$ cat config.mk
export PLATFORM = sky130hd
export DESIGN_NAME = seg_level_decoder
export DESIGN_NICKNAME = d
export VERILOG_FILES = /design/src/rtl/seg_level_decoder.sv
export SDC_FILE = /design/constraint.sdc
export NUM_CORES = 1
export LEC_CHECK = 0
export CAP_MARGIN = 20
export CORE_ASPECT_RATIO = 1.5
export CORE_MARGIN = 2
export CORE_UTILIZATION = 40
export CTS_CLUSTER_SIZE = 30
export DETAILED_ROUTE_END_ITERATION = 6
export SLEW_MARGIN = 20
export SYNTH_ARGS = -nofsm -noshare
export SYNTH_HDL_FRONTEND = slang
export SYNTH_SLANG_ARGS = --single-unit
$ cat constraint.sdc
create_clock -name clk_2 -period 4.1 [get_ports clk_2]
set_input_delay 0.82 -clock clk_2 [delete_from_list [all_inputs] [get_ports clk_2]]
set_output_delay 0.82 -clock clk_2 [all_outputs]
set_load 0.03 [all_outputs]
$ cat src/rtl/seg_level_decoder.sv
// seg_level_decoder
//   Receive-side decoder for the tank-level 7-segment display. It takes an
//   8-bit segment pattern, either from switches or captured from a SEG bus,
//   and recovers the 2-bit level code.
//
//   A pattern is committed only after it has been seen on STABLE_CYCLES
//   consecutive enabled samples. Edges where sample_en is low neither advance
//   nor break a run. A committed pattern that is not in the code table raises
//   code_err. A committed change of a valid level is counted for display.
//
//   Code table (exact 8-bit match, dp bit included):
//     0x77 -> 00 alto, 0x54 -> 01 normal, 0x7C -> 10 baixo, 0x5E -> 11 descalibrado
//
// Configuration macro: SEG_ACTIVE_LOW_EN
//   defined   : seg_in is bitwise inverted before any comparison (common-anode)
//   undefined : seg_in is used as-is (active-high segments)
//
// Ports
//   clk_2        in   1      system clock, rising edge
//   reset        in   1      asynchronous active-high reset
//   seg_in       in   NBITS  segment pattern to decode
//   sample_en    in   1      seg_in is sampled only on edges where this is 1
//   level        out  2      committed level code
//   level_valid  out  1      level holds a committed valid code
//   code_err     out  1      last committed pattern was not in the code table
//   change_pulse out  1      one-cycle pulse when the committed level changes
//   change_cnt   out  CNT_W  number of change pulses, saturating at all-ones
//   fsm_state    out  2      FSM state for LCD debug (0 IDLE, 1 CONFIRM, 2 STABLE, 3 ERR)

module seg_level_decoder #(
   parameter int NBITS         = 8,
   parameter int STABLE_CYCLES = 4,
   parameter int CNT_W         = 8
) (
   input  logic             clk_2,
   input  logic             reset,
   input  logic [NBITS-1:0] seg_in,
   input  logic             sample_en,
   output logic [1:0]       level,
   output logic             level_valid,
   output logic             code_err,
   output logic             change_pulse,
   output logic [CNT_W-1:0] change_cnt,
   output logic [1:0]       fsm_state
);

   localparam int RUN_W = $clog2(STABLE_CYCLES + 1);
   localparam logic [RUN_W-1:0] RUN_MAX = RUN_W'(STABLE_CYCLES);
   localparam logic [RUN_W-1:0] RUN_ONE = RUN_W'(1);

   typedef enum logic [1:0] {
      IDLE    = 2'd0,
      CONFIRM = 2'd1,
      STABLE  = 2'd2,
      ERR     = 2'd3
   } state_t;

   state_t           state_r;
   logic [NBITS-1:0] cand_r;
   logic [RUN_W-1:0] run_cnt_r;

   logic [NBITS-1:0] seg_s;
   logic             match_s;
   logic [RUN_W-1:0] run_next_s;
   logic             commit_s;
   logic [2:0]       dec_s;

   // Table lookup: returns {valid, code}; unknown patterns give valid=0.
   function automatic logic [2:0] decode(input logic [NBITS-1:0] p);
      logic [2:0] r;
      case (p)
         NBITS'(8'h77): r = 3'b1_00;
         NBITS'(8'h54): r = 3'b1_01;
         NBITS'(8'h7C): r = 3'b1_10;
         NBITS'(8'h5E): r = 3'b1_11;
         default:       r = 3'b0_00;
      endcase
      return r;
   endfunction

`ifdef SEG_ACTIVE_LOW_EN
   assign seg_s = ~seg_in;
`else
   assign seg_s = seg_in;
`endif

   assign fsm_state = state_r;

   // Run tracking and commit detection for the current enabled sample.
   always_comb begin
      match_s    = (seg_s == cand_r) && (run_cnt_r != {RUN_W{1'b0}});
      run_next_s = RUN_ONE;
      commit_s   = 1'b0;
      dec_s      = decode(seg_s);
      if (match_s) begin
         if (run_cnt_r == RUN_MAX) begin
            run_next_s = RUN_MAX;
         end else begin
            run_next_s = run_cnt_r + RUN_ONE;
         end
      end else begin
         run_next_s = RUN_ONE;
      end
      // A single-sample window commits every enabled sample; otherwise only
      // the edge that reaches the window commits, not a saturated run.
      if (STABLE_CYCLES == 1) begin
         commit_s = sample_en;
      end else begin
         commit_s = sample_en && (run_next_s == RUN_MAX) && (run_cnt_r != RUN_MAX);
      end
   end

   // FSM, candidate tracking and registered outputs.
   always_ff @(posedge clk_2 or posedge reset) begin
      if (reset) begin
         state_r      <= IDLE;
         cand_r       <= {NBITS{1'b0}};
         run_cnt_r    <= {RUN_W{1'b0}};
         level        <= 2'b00;
         level_valid  <= 1'b0;
         code_err     <= 1'b0;
         change_pulse <= 1'b0;
         change_cnt   <= {CNT_W{1'b0}};
      end else begin
         change_pulse <= 1'b0;
         if (sample_en) begin
            cand_r    <= seg_s;
            run_cnt_r <= run_next_s;
            if (commit_s) begin
               if (dec_s[2]) begin
                  level       <= dec_s[1:0];
                  level_valid <= 1'b1;
                  code_err    <= 1'b0;
                  state_r     <= STABLE;
                  if (level_valid && (dec_s[1:0] != level)) begin
                     change_pulse <= 1'b1;
                     if (change_cnt != {CNT_W{1'b1}}) begin
                        change_cnt <= change_cnt + CNT_W'(1);
                     end else begin
                        change_cnt <= change_cnt;
                     end
                  end else begin
                     change_cnt <= change_cnt;
                  end
               end else begin
                  code_err    <= 1'b1;
                  level_valid <= 1'b0;
                  state_r     <= ERR;
               end
            end else if (!match_s) begin
               state_r <= CONFIRM;
            end else begin
               state_r <= state_r;
            end
         end else begin
            state_r <= state_r;
         end
      end
   end

endmodule

Word-level counts from Yosys, hierarchy flattened:

Index checks and enable logic that the tools add are counted.

* add/sub/neg operators: 2
* multiply operators: 0
* divide/modulo/power cells: 0
* order comparisons: 0
* equal/unequal tests: 11
* shifts and indexed selects: 0
* multiplexer cells: 12
* bitwise operators: 0
* reductions and logical operators: 9

Operator list (number)
* $eq A8 B7 Y1 const B: 4
* $pmux W3 S4: 1
* $add A8 B1 Y8 const B: 1
* $eq A8 B8 Y1: 1
* $ne A8 B8 Y1 const B: 1
* $mux W1: 7
* $eq A3 B3 Y1 const B: 2
* $mux W3: 2
* $reduce_and A5 Y1: 1
* $logic_and A1 B1 Y1: 4
* $mux W2: 2
* $reduce_and A2 Y1: 2
* $add A3 B1 Y3 const B: 1
* $ne A3 B3 Y1 const B: 1
* $reduce_and A3 Y1: 1
* $reduce_bool A3 Y1: 1
* $ne A2 B1 Y1 const B: 1
* $ne A2 B2 Y1: 1

* bits in registers: 26
* latch bits: 0
* memory bits (writable): 0
* ROM bits: 0
* output and inout bits: 15
* memories kept: 0

Depth between registers and ports, before layout:

Gate-level depths: netlist of the first run.

* depth in word-level cells: 8
* depth in mapped cells: 8
* depth with buffers taken out: 8

Least setup slack after synthesis of the first run:

Ideal clock, no wire load.

* path kind: input port to flip-flop
* start point: input port seg_in[5]
* end point: register change_cnt[1]
* arrival: 2.738 ns
* setup slack: 1.235 ns
* cell stages on the path: 7
* buffers on the path: 1
* path through: clkbuf_1 -> xor2_1 -> a2111oi_4 -> nand4_4 -> or4b_4 -> nor3_2 -> mux2_1

* longest elaborated chain between the ends: 7
* elaborated cells on any way between the ends: 14
* those cells by class: 7 x eq/ne; 2 x mux; 5 x reduce/logical

Ends and longest elaborated chain
* start: declaration: RTL line 37 `input logic [NBITS-1:0] seg_in,`
* $eq A8 B8 Y1: RTL line 91 `match_s = (seg_s == cand_r) && (run_cnt_r != {RUN_W{1'b0}});`
* $logic_and A1 B1 Y1: RTL line 91
* $mux W3: RTL line 95 `if (match_s) begin`
* $eq A3 B3 Y1: RTL line 109 `commit_s = sample_en && (run_next_s == RUN_MAX) && (run_cnt_r != RUN_MAX);`
* $logic_and A1 B1 Y1 (2 in a row): RTL line 109
* $reduce_and A5 Y1 (no source line) *
* end signal: assignment: RTL line 123 `change_cnt <= {CNT_W{1'b0}};`
* end signal: assignment: RTL line 138 `change_cnt <= change_cnt + CNT_W'(1);`
* end signal: assignment: RTL line 140 `change_cnt <= change_cnt;`
* end: declaration: RTL line 43 `output logic [CNT_W-1:0] change_cnt,`

Mark *: on every way between the ends. The rest lies on a longest branch, timed or not.
A chain may end at the register's enable or synchronous reset.

Worst setup path after layout of the first run:

Same ends and word-level chain as after synthesis.

==> impl_metrics.env, run 1 <==
export IMPL_ant_nets=0
export IMPL_num_io_pins=26
export IMPL_fin_crit_ps=3210
export IMPL_max_freq_mhz=311
export IMPL_met3_length_um=86
export IMPL_drc=0
export IMPL_slew_headroom=0.551
export IMPL_rsz0062_at_grt="false"
export IMPL_rows=26
export IMPL_rr_endpoint="change_cnt[1]"
export IMPL_path_class="in2reg"
export IMPL_fin_tns_setup_ps=0
export IMPL_synth_top_area_frac=0.451
export IMPL_grt_first_pass_wirelength_um=5190
export IMPL_wl_per_cell_um=14.6
export IMPL_worstReg2RegStart="run_cnt_r[0]"
export IMPL_synth_seq_area_share=0.451
export IMPL_finClkSkew_ps=2.93
export IMPL_worst_ep_required_time_ps=4260
export IMPL_gp_congestion=0.877
export IMPL_finalCritPeriodShare=0.783
export IMPL_ctsResizeCount=0
export IMPL_routed_wl_um=2970
export IMPL_critPathArrivalTime_ps=3370
export IMPL_syn_avg_cell_area_um2=10.5
export IMPL_area_growth_pct=24.1
export IMPL_place_inst=200
export IMPL_leakagePower_uw=0.000743
export IMPL_ys_ff_latch=26
export IMPL_synthDistinctLibCells=38
export IMPL_synth_top_area_cell="dfrtp_1"
export IMPL_synthSimpleGateAreaFrac=0.194
export IMPL_synthXorXnorAreaFrac=0.0851
export IMPL_fin_ws_ps=889
export IMPL_synth_net_count=151
export IMPL_dp_hpwl_um=2180
export IMPL_clockRootBuffer="clkbuf_8"
export IMPL_cts_tree="done"
export IMPL_postCtsSetupBuffers=0
export IMPL_grt_total_usage=0.165
export IMPL_dr_pass1_iters=3
export IMPL_hold_end="code_err"
export IMPL_drive_gt1_frac=0.130
export IMPL_synth_area_um2=1440
export IMPL_routed_wl_met2_um=1570
export IMPL_initial_core_util=0.422
export IMPL_drv_cap=0
export IMPL_r2r_slack_ps=1460
export IMPL_fin_cells=204
export IMPL_dieHeight_um=77.5
export IMPL_clkSlewWorstSetupHoldPaths_ps=90
export IMPL_setup_violations=0
export IMPL_worstMarginPinSlew_ps=673
export IMPL_endpoint_kind="flop"
export IMPL_synthMuxAreaShare=0.0938
export IMPL_clock_sinks=26
export IMPL_initialDrtViolationCount=34
export IMPL_crit_fanout=10
export IMPL_ys_warn_count=0
export IMPL_cts_max_level=1
export IMPL_gr_total_overflow=0
export IMPL_hold_depth=1
export IMPL_worstHoldStart="code_err"
export IMPL_top_layer_used="met4"
export IMPL_synthCells=137
export IMPL_holdBufCountCts=0
export IMPL_finalMaxSlewViolations=0
export IMPL_grt_max_degree=27
export IMPL_ff2ff_path_depth=7
export IMPL_multi_input_area_um2=746
export IMPL_clock_path_buffers=2
export IMPL_finalHoldViolations=0
export IMPL_synth_compound_area_frac=0.118
export IMPL_cp_start_kind="input port"
export IMPL_synth_adder_area_share=0.0260
export IMPL_dr_total_vias=1094
export IMPL_nFillCells=317
export IMPL_fp_dieArea_um2=4110
export IMPL_nets=178
export IMPL_dp_worst_setup_slack_ps=630
export IMPL_regArea_um2=651
export IMPL_numCtsBuffers=3
export IMPL_synth_top_family_by_area="simple AND/OR/NAND/NOR gates"
export IMPL_grt_pass1_vias=1164
export IMPL_io_buffer_count=25
export IMPL_p_per_area_nw_per_um2=268
export IMPL_fp_dieW_um=53.0
export IMPL_core_um2=3420
export IMPL_antenna_found_initial=0
export IMPL_viasPerCell=5.36
export IMPL_status="complete, no violations"
export IMPL_ir_worst_vdd_mv=0.189
export IMPL_insertedDiodeCount=0
export IMPL_worstSkewPairLatency_ps=270
export IMPL_hold_class="reg2reg"
export IMPL_ys_top_cells_by_area="dfrtp_1, xor2_1, mux2_2"
export IMPL_wl_met1_um=1280
cell usage in the layout, fill, tap and decap left out, types with 2 or more instances in the layout:
cell,netlist,routed
nand3b_1,2,2
xnor2_1,2,2
nand2_1,8,8
mux2_2,9,9
nor2b_1,2,2
or2_2,2,2
xor2_1,12,12
mux2_1,3,3
a21oi_1,6,6
nor2_1,6,6
clkdlybuf4s50_1,0,25
inv_1,7,6
nor4_1,7,7
nor3_1,4,4
ha_1,3,3
o21ai_0,5,5
nand3_1,7,7
clkbuf_8,0,3
nand2b_1,2,2
dfrtp_1,26,26
through the flow:
stage               cell area [um2]  hold slack, ps  utilization  total power (uW)
finish                         1790             500        0.524               479
global route                   1790             529        0.524               502
CTS                            1770             503        0.519               481
detailed placement             1730             483        0.507               339
global placement               1730             481        0.507               337
floorplan                      1440             501            -               319
final cells by class:
type                       count  share of cell area
timing repair buffer          27               0.152
inverter                       7              0.0147
sequential                    26               0.364
tap                           42              0.0294
multi-input combinational     99               0.417
clock buffer                   3              0.0231
worst max-delay path: stages:
cell and delay, ps:
clkdlybuf4s50_1 730, xor2_1 170, a2111oi_4 270, nand4_4 210
or4b_4 610, nor3_2 210, mux2_1 340
logic make-up (layout without fill, tap and decap cells):
logic type               count (synthesis)  after routing
AND/OR/NAND/NOR                         47             47
AO/OA/AOI/OAI                           23             23
buffers and inverters                   12             37
flip-flops                              26             26
XOR/XNOR                                14             14
multiplexers                            12             12
adder cells (fa/ha/maj)                  3              3
registers in the layout, summed over array words and instances, names as in the netlist:
name and count:
cand_r 8, change_cnt 8, change_pulse 1, code_err 1, fsm_state 2, level 2
level_valid 1, run_cnt_r 3
metal layers:
layer  global-route usage  vias to the layer above
li1                     -                      539
met1                0.203                      535
met2                0.283                       16
met3               0.0269                        4
met4               0.0590                        0
met5                    0                        -
power breakdown:
part	internal [uW]	leakage (uW)	total, uW	switching, uW
Combinational	31.2	0.000390	64.1	32.9
Clock	65.8	0.0000216	145	78.8
Sequential	265	0.000331	271	5.79
Total	362	0.000743	479	118
cell usage after synthesis:
master / instances
a2111oi_4: 1
a211o_1: 1
a21boi_0: 1
a21o_1: 1
a21oi_1: 6
a221oi_1: 1
a31o_2: 1
a32oi_1: 1
and3b_1: 1
clkbuf_1: 5
dfrtp_1: 26
ha_1: 3
inv_1: 7
mux2_1: 3
mux2_2: 9
nand2_1: 8
nand2b_1: 2
nand3_1: 7
nand3b_1: 2
nand4_4: 1
nand4b_1: 1
nor2_1: 6
nor2b_1: 2
nor3_1: 4
nor3_2: 1
nor3b_1: 1
nor4_1: 7
o2111ai_1: 1
o211ai_1: 1
o21a_1: 1
o21ai_0: 5
o22ai_1: 1
o31ai_1: 1
or2_2: 2
or3_1: 1
or4b_4: 1
xnor2_1: 2
xor2_1: 12
worst max path at each step:
stage / startpoint / endpoint / slack, ps
4_1_cts: seg_in[5] / change_cnt[1] / 910
5_1_grt: seg_in[5] / change_cnt[7] / 750
3_5_place_dp: seg_in[3] / change_cnt[1] / 630
6_report: seg_in[5] / change_cnt[1] / 890
3_3_place_gp: seg_in[3] / change_cnt[2] / 680
2_1_floorplan: seg_in[5] / change_cnt[1] / 1230
No activity file was read; power rests on OpenSTA's default activity.
==> inputs of run 2 (changes only) <==
Settings changed: PLACE_DENSITY from default to 0.66.
Clock period 4.1 ns to 2.9 ns, I/O delays scaled along.
==> run 2 against run 1 <==
  * Critical path depth stayed put
  * Sequential cell count stayed put
  * Utilization is 2.9 points higher
  * Register-to-register slack worse by 1100 ps
  * Critical endpoint unchanged
  * Global-route usage is 1.4 points higher
  * Sequential power is 41% higher
  * Final cell count is 6.4% higher
==> impl_metrics.env, run 2 (synthesis results as in run 1) <==
export IMPL_nFillCells=342
export IMPL_clkSlewWorstSetupHoldPaths_ps=90
export IMPL_multi_input_area_um2=746
export IMPL_clock_sinks=26
export IMPL_setup_violations=0
export IMPL_path_class="in2reg"
export IMPL_reg_top3="cand_r (8), change_cnt (8), run_cnt_r (3)"
export IMPL_endpoint_kind="flop"
export IMPL_hold_class="reg2reg"
export IMPL_numCtsBuffers=3
export IMPL_ir_worst_vdd_mv=0.246
export IMPL_p_per_area_nw_per_um2=380
export IMPL_critPathArrivalTime_ps=2800
export IMPL_fp_dieW_um=53.0
export IMPL_worstSkewPairLatency_ps=270
export IMPL_postCtsSetupBuffers=0
export IMPL_rsz0062_at_grt="false"
export IMPL_clockRootBuffer="clkbuf_8"
export IMPL_timing_hold_ws_ps=494
export IMPL_drive_gt1_frac=0.194
export IMPL_dr_total_vias=1183
export IMPL_grt_max_degree=27
export IMPL_drc=0
export IMPL_worstMarginPinSlew_ps=626
export IMPL_worst_ep_required_time_ps=3060
export IMPL_fin_cells=217
export IMPL_area_growth_pct=31.0
export IMPL_grt_total_usage=0.180
export IMPL_finalHoldViolations=0
export IMPL_antenna_found_initial=0
export IMPL_critical_path_slowest_cell="or4b_4"
export IMPL_core_um2=3420
export IMPL_place_inst=213
export IMPL_ant_nets=0
export IMPL_crit_chain="clkdlybuf4s50_1 > xor2_1 > a2111oi_4 > nand4_4 > or4b_4 > nor3_2 > mux2_1"
export IMPL_dieHeight_um=77.5
export IMPL_leakagePower_uw=0.000819
export IMPL_regArea_um2=651
export IMPL_top_usage_layer="met2"
export IMPL_routed_wl_um=3140
export IMPL_fin_crit_ps=2640
export IMPL_rows=26
export IMPL_worst_path_buf_inv=1
export IMPL_num_io_pins=26
export IMPL_dr_pass1_iters=4
export IMPL_final_area_um2=1890
export IMPL_fp_dieArea_um2=4110
export IMPL_grt_first_pass_wirelength_um=5670
export IMPL_slew_headroom=0.579
export IMPL_cp_start_kind="input port"
export IMPL_layout_commonest_cell="dfrtp_1"
export IMPL_finalCritPeriodShare=0.910
export IMPL_status="complete, no violations"
export IMPL_met1_usage=0.216
export IMPL_met3_usage=0.0250
export IMPL_fin_ws_ps=262
export IMPL_grt_pass1_vias=1279
export IMPL_final_cell_mix="dfrtp_1, clkdlybuf4s50_1, buf_4, xor2_1, mux2_2"
export IMPL_met2_usage=0.318
export IMPL_io_buffer_count=25
export IMPL_cts_tree="done"
export IMPL_critPathMaxStageDelay_ps=580
export IMPL_nets=190
export IMPL_initial_core_util=0.422
export IMPL_clock_path_buffers=2
export IMPL_finClkSkew_ps=1.87
export IMPL_max_freq_mhz=379
export IMPL_crit_fanout=5
export IMPL_drv_cap=0
export IMPL_insertedDiodeCount=0
export IMPL_cts_max_level=1
export IMPL_power_total_uw=718
export IMPL_cp_top_family="simple AND/OR/NAND/NOR gates"
export IMPL_initialDrtViolationCount=17
export IMPL_dp_worst_setup_slack_ps=-178
export IMPL_wl_per_cell_um=14.4
export IMPL_gr_total_overflow=0
export IMPL_dp_hpwl_um=2440
export IMPL_gp_congestion=0.764
export IMPL_place_area_um2=1830
export IMPL_finalMaxSlewViolations=0
export IMPL_viasPerCell=5.45
[run 2: metrics by stage]
stage	util	setup TNS, ps
final	0.553	0
after global routing	0.553	0
after CTS	0.552	0
after detailed placement	0.536	-581
after global placement	0.536	-256
after floorplan	-	0
[run 2: report_power, final]
part / switching [uW] / internal, uW
combinational: 49.5 / 49.2
clock: 115 / 121
sequential: 8.54 / 375
total: 173 / 545
[run 2: final timing paths]
path	startpoint	endpoint	slack, ps	cells after the start
worst max-delay path	seg_in[4]	change_cnt[1]	260	7
worst min-delay path	code_err	code_err	490	1
worst max register to register	run_cnt_r[0]	change_cnt[1]	370	8
worst min register to register	code_err	code_err	490	1
max in group asynchronous	reset	change_cnt[6]	2000	3
min in group asynchronous	reset	cand_r[6]	650	3
[run 2: cell type report]
cell class | count | share of cell area
Clock buffer | 4 | 0.0292
Inverter | 7 | 0.0139
Multi-Input combinational cell | 99 | 0.395
Sequential cell | 26 | 0.345
Tap cell | 42 | 0.0278
Timing Repair Buffer | 39 | 0.190
[run 2: metal layers]
metal  wire length, um  share of wire  vias to the layer above
li1                  -              -                      566
met1              1280           0.41                      589
met2              1740           0.55                       22
met3                66          0.021                        6
met4                54          0.017                        0
met5                 0              0                        -
[run 2: repair_timing]
item,in CTS,in global routing
endpoints found under the setup margin,0,3
resized for setup,0,1
hold buffers,0,0
==> inputs of run 3 (changes only) <==
Settings changed: ABC_AREA from default to 1, CORE_UTILIZATION 40 to 35, PLACE_DENSITY 0.66 to default, PLACE_DENSITY_LB_ADDON from default to 0.05.
==> run 3 against run 2 <==
  * Critical path depth up 3
  * Clock power down 14%
  * Sequential power down 1%
  * Sequential share of layout area down 1.6 points
  * Clock skew up 2.0 ps
  * Via count up 19%
  * Non-clock buffer count down 11
  * Worst hold slack better by 21 ps
  * Register-to-register slack better by 620 ps
  * Count of clock-buffer cells in the layout down 1
  * Critical endpoint is now change_cnt[3]
==> impl_metrics.env, run 3 <==
export IMPL_synthXorXnorAreaFrac=0.00543
export IMPL_cts_max_level=1
export IMPL_setup_violations=0
export IMPL_core_um2=4470
export IMPL_antenna_found_initial=0
export IMPL_dr_pass1_iters=4
export IMPL_drc=0
export IMPL_endpoint_kind="flop"
export IMPL_grt_pass1_vias=1433
export IMPL_io_buffer_count=25
export IMPL_fin_ws_ps=725
export IMPL_cts_tree="done"
export IMPL_synth_top_area_cell="dfrtp_1"
export IMPL_ir_worst_vdd_mv=0.206
export IMPL_slew_headroom=0.745
export IMPL_clock_sinks=26
export IMPL_clockRootBuffer="clkbuf_8"
export IMPL_initial_core_util=0.361
export IMPL_hold_class="reg2reg"
export IMPL_syn_avg_cell_area_um2=7.36
export IMPL_synth_area_um2=1610
export IMPL_path_class="in2reg"
export IMPL_worst_ep_required_time_ps=3060
export IMPL_clock_path_buffers=2
export IMPL_ys_top_cells_by_area="dfrtp_1, nand2_1, inv_1"
export IMPL_clkSlewWorstSetupHoldPaths_ps=90
export IMPL_layout_commonest_cell="nand2_1"
export IMPL_dr_total_vias=1412
export IMPL_crit_chain="clkdlybuf4s50_1 > nand2_1 > nor2_1 > nand2_1 > nand3_1 > inv_1 > nor2_8 > nand3_4 > o21ai_1 > nand2_1"
export IMPL_ys_ff_latch=26
export IMPL_swShare=0.261
export IMPL_worstReg2RegStart="run_cnt_r[0]"
export IMPL_fin_crit_ps=2170
export IMPL_combPwrFrac=0.141
export IMPL_finClkSkew_ps=3.88
export IMPL_synth_async_reset_ratio=1.00
export IMPL_ant_nets=0
export IMPL_synth_top_area_frac=0.404
export IMPL_synth_adder_area_share=0.0233
export IMPL_dp_hpwl_um=2850
export IMPL_power_switching_uw=177
export IMPL_insertedDiodeCount=0
export IMPL_ys_warn_count=0
export IMPL_grt_max_degree=27
export IMPL_p_per_area_nw_per_um2=342
export IMPL_dp_worst_setup_slack_ps=400
export IMPL_wl_per_cell_um=12.1
export IMPL_synth_most_common_cell="nand2_1"
export IMPL_seqPwrFrac=0.558
export IMPL_fp_dieArea_um2=5170
export IMPL_synth_edf_count=0
export IMPL_fp_dieW_um=59.4
export IMPL_worstHoldStart="cand_r[0]"
export IMPL_synth_seq_area_share=0.404
export IMPL_final_cell_mix="nand2_1, inv_1, dfrtp_1, clkdlybuf4s50_1"
export IMPL_crit_top_cell="nand2_1"
export IMPL_synth_net_count=233
export IMPL_num_io_pins=26
export IMPL_fin_tns_setup_ps=0
export IMPL_ctsResizeCount=0
export IMPL_postCtsSetupBuffers=0
export IMPL_viasPerCell=4.77
export IMPL_cp_start_kind="input port"
export IMPL_critPathMaxStageDelay_ps=570
export IMPL_critical_path_slowest_cell="clkdlybuf4s50_1"
export IMPL_critPathArrivalTime_ps=2340
export IMPL_area_growth_pct=22.7
export IMPL_routed_wl_um=3590
export IMPL_finalMaxSlewViolations=0
export IMPL_rsz0062_at_grt="false"
export IMPL_synthDistinctLibCells=25
export IMPL_p_int_uw=501
export IMPL_crit_fanout=9
export IMPL_clockPowerShare=0.302
export IMPL_dieHeight_um=87.1
export IMPL_status="complete, no violations"
export IMPL_holdBufCountCts=0
export IMPL_reg_top3="cand_r (8), change_cnt (8), run_cnt_r (3)"
export IMPL_synthCells=219
export IMPL_leakagePower_uw=0.00105
export IMPL_worstSkewPairLatency_ps=270
export IMPL_rows=30
export IMPL_worstMarginPinSlew_ps=380
export IMPL_drv_cap=0
export IMPL_finalHoldViolations=0
export IMPL_synthTopCellsByCount="nand2_1, inv_1, dfrtp_1"
export IMPL_crit_start="seg_in[4]"
export IMPL_synth_top_family_by_area="simple AND/OR/NAND/NOR gates"
export IMPL_gr_total_overflow=0
export IMPL_synth_compound_area_frac=0.0730
export IMPL_initialDrtViolationCount=52
export IMPL_grt_total_usage=0.163
export IMPL_utilization=0.443
export IMPL_grt_first_pass_wirelength_um=6420
export IMPL_finalCritPeriodShare=0.750
export IMPL_numCtsBuffers=3
export IMPL_nets=264
export IMPL_synth_flop_cell="dfrtp_1"
export IMPL_gp_congestion=0.807
export IMPL_synthSimpleGateAreaFrac=0.387
export IMPL_drive_gt1_frac=0.0968
export IMPL_synthMuxAreaShare=0
export IMPL_max_freq_mhz=460
run 3: cell types whose count changed in the layout (fill, tap and decap cells not counted), sizes merged, moves of 12 or more:
cell   previous run  this run
mux2             12         0
o21ai             5        17
xor2             12         0
inv               7        43
nor2              6        21
nand2             8        73
run 3: final timing paths:
path,depth (start not counted),to,slack (ps)
worst max-delay path,10,change_cnt[3],730
worst min-delay path,2,cand_r[0],520
worst max register to register,12,change_cnt[3],990
worst min register to register,2,cand_r[0],520
max in group asynchronous,3,cand_r[6],1960
min in group asynchronous,3,run_cnt_r[1],670
run 3: cell type report:
class,count,area [um2]
clock buffers,3,41.3
well taps,48,60.1
inverters,44,165
repair buffers,28,273
multi-input cells,147,788
flip-flops and latches,26,651
fillers,479,2490
run 3: cells by family (layout without fill, tap and decap cells):
family,Yosys count,count (layout)
AOI/OAI and AO/OA,23,23
xor gates and xnor gates,1,1
and+or+nand+nor,120,120
adders and majority gates,3,3
DFF,26,26
buffers and inverters,46,75
run 3: worst max-delay path, delay by kind of cell:
kind            cells  cell delay (ps)
simple gates        7              920
buf+inv             2              680
compound gates      1              160
run 3: metrics by stage:
stage | hold WS [ps] | instance area, um2 | total power [uW] | cells
floorplan | 476 | 1610 | 446 | 219
global placement | 501 | 1940 | 483 | 293
detailed placement | 498 | 1940 | 483 | 293
CTS | 520 | 1980 | 694 | 296
global route | 555 | 1980 | 723 | 296
finish | 516 | 1980 | 677 | 296
run 3: power by group through the flow:
stage	clock [uW]	sequential (uW)	combinational, uW
finish	204	378	95.2
global route	234	380	110
CTS	219	378	97.8
detailed placement	0	385	97.3
global placement	0	385	97.8
floorplan	0	384	62.3
run 3: per-layer routing:
| metal | vias to the layer above | GRT usage | routed length (um) | part of all wire |
|---|---|---|---|---|
| li1 | 734 | - | - | - |
| met1 | 644 | 0.181 | 1370 | 0.38 |
| met2 | 29 | 0.307 | 2030 | 0.57 |
| met3 | 5 | 0.0178 | 132 | 0.037 |
| met4 | 0 | 0.0558 | 53 | 0.015 |
| met5 | - | 0 | 0 | 0 |
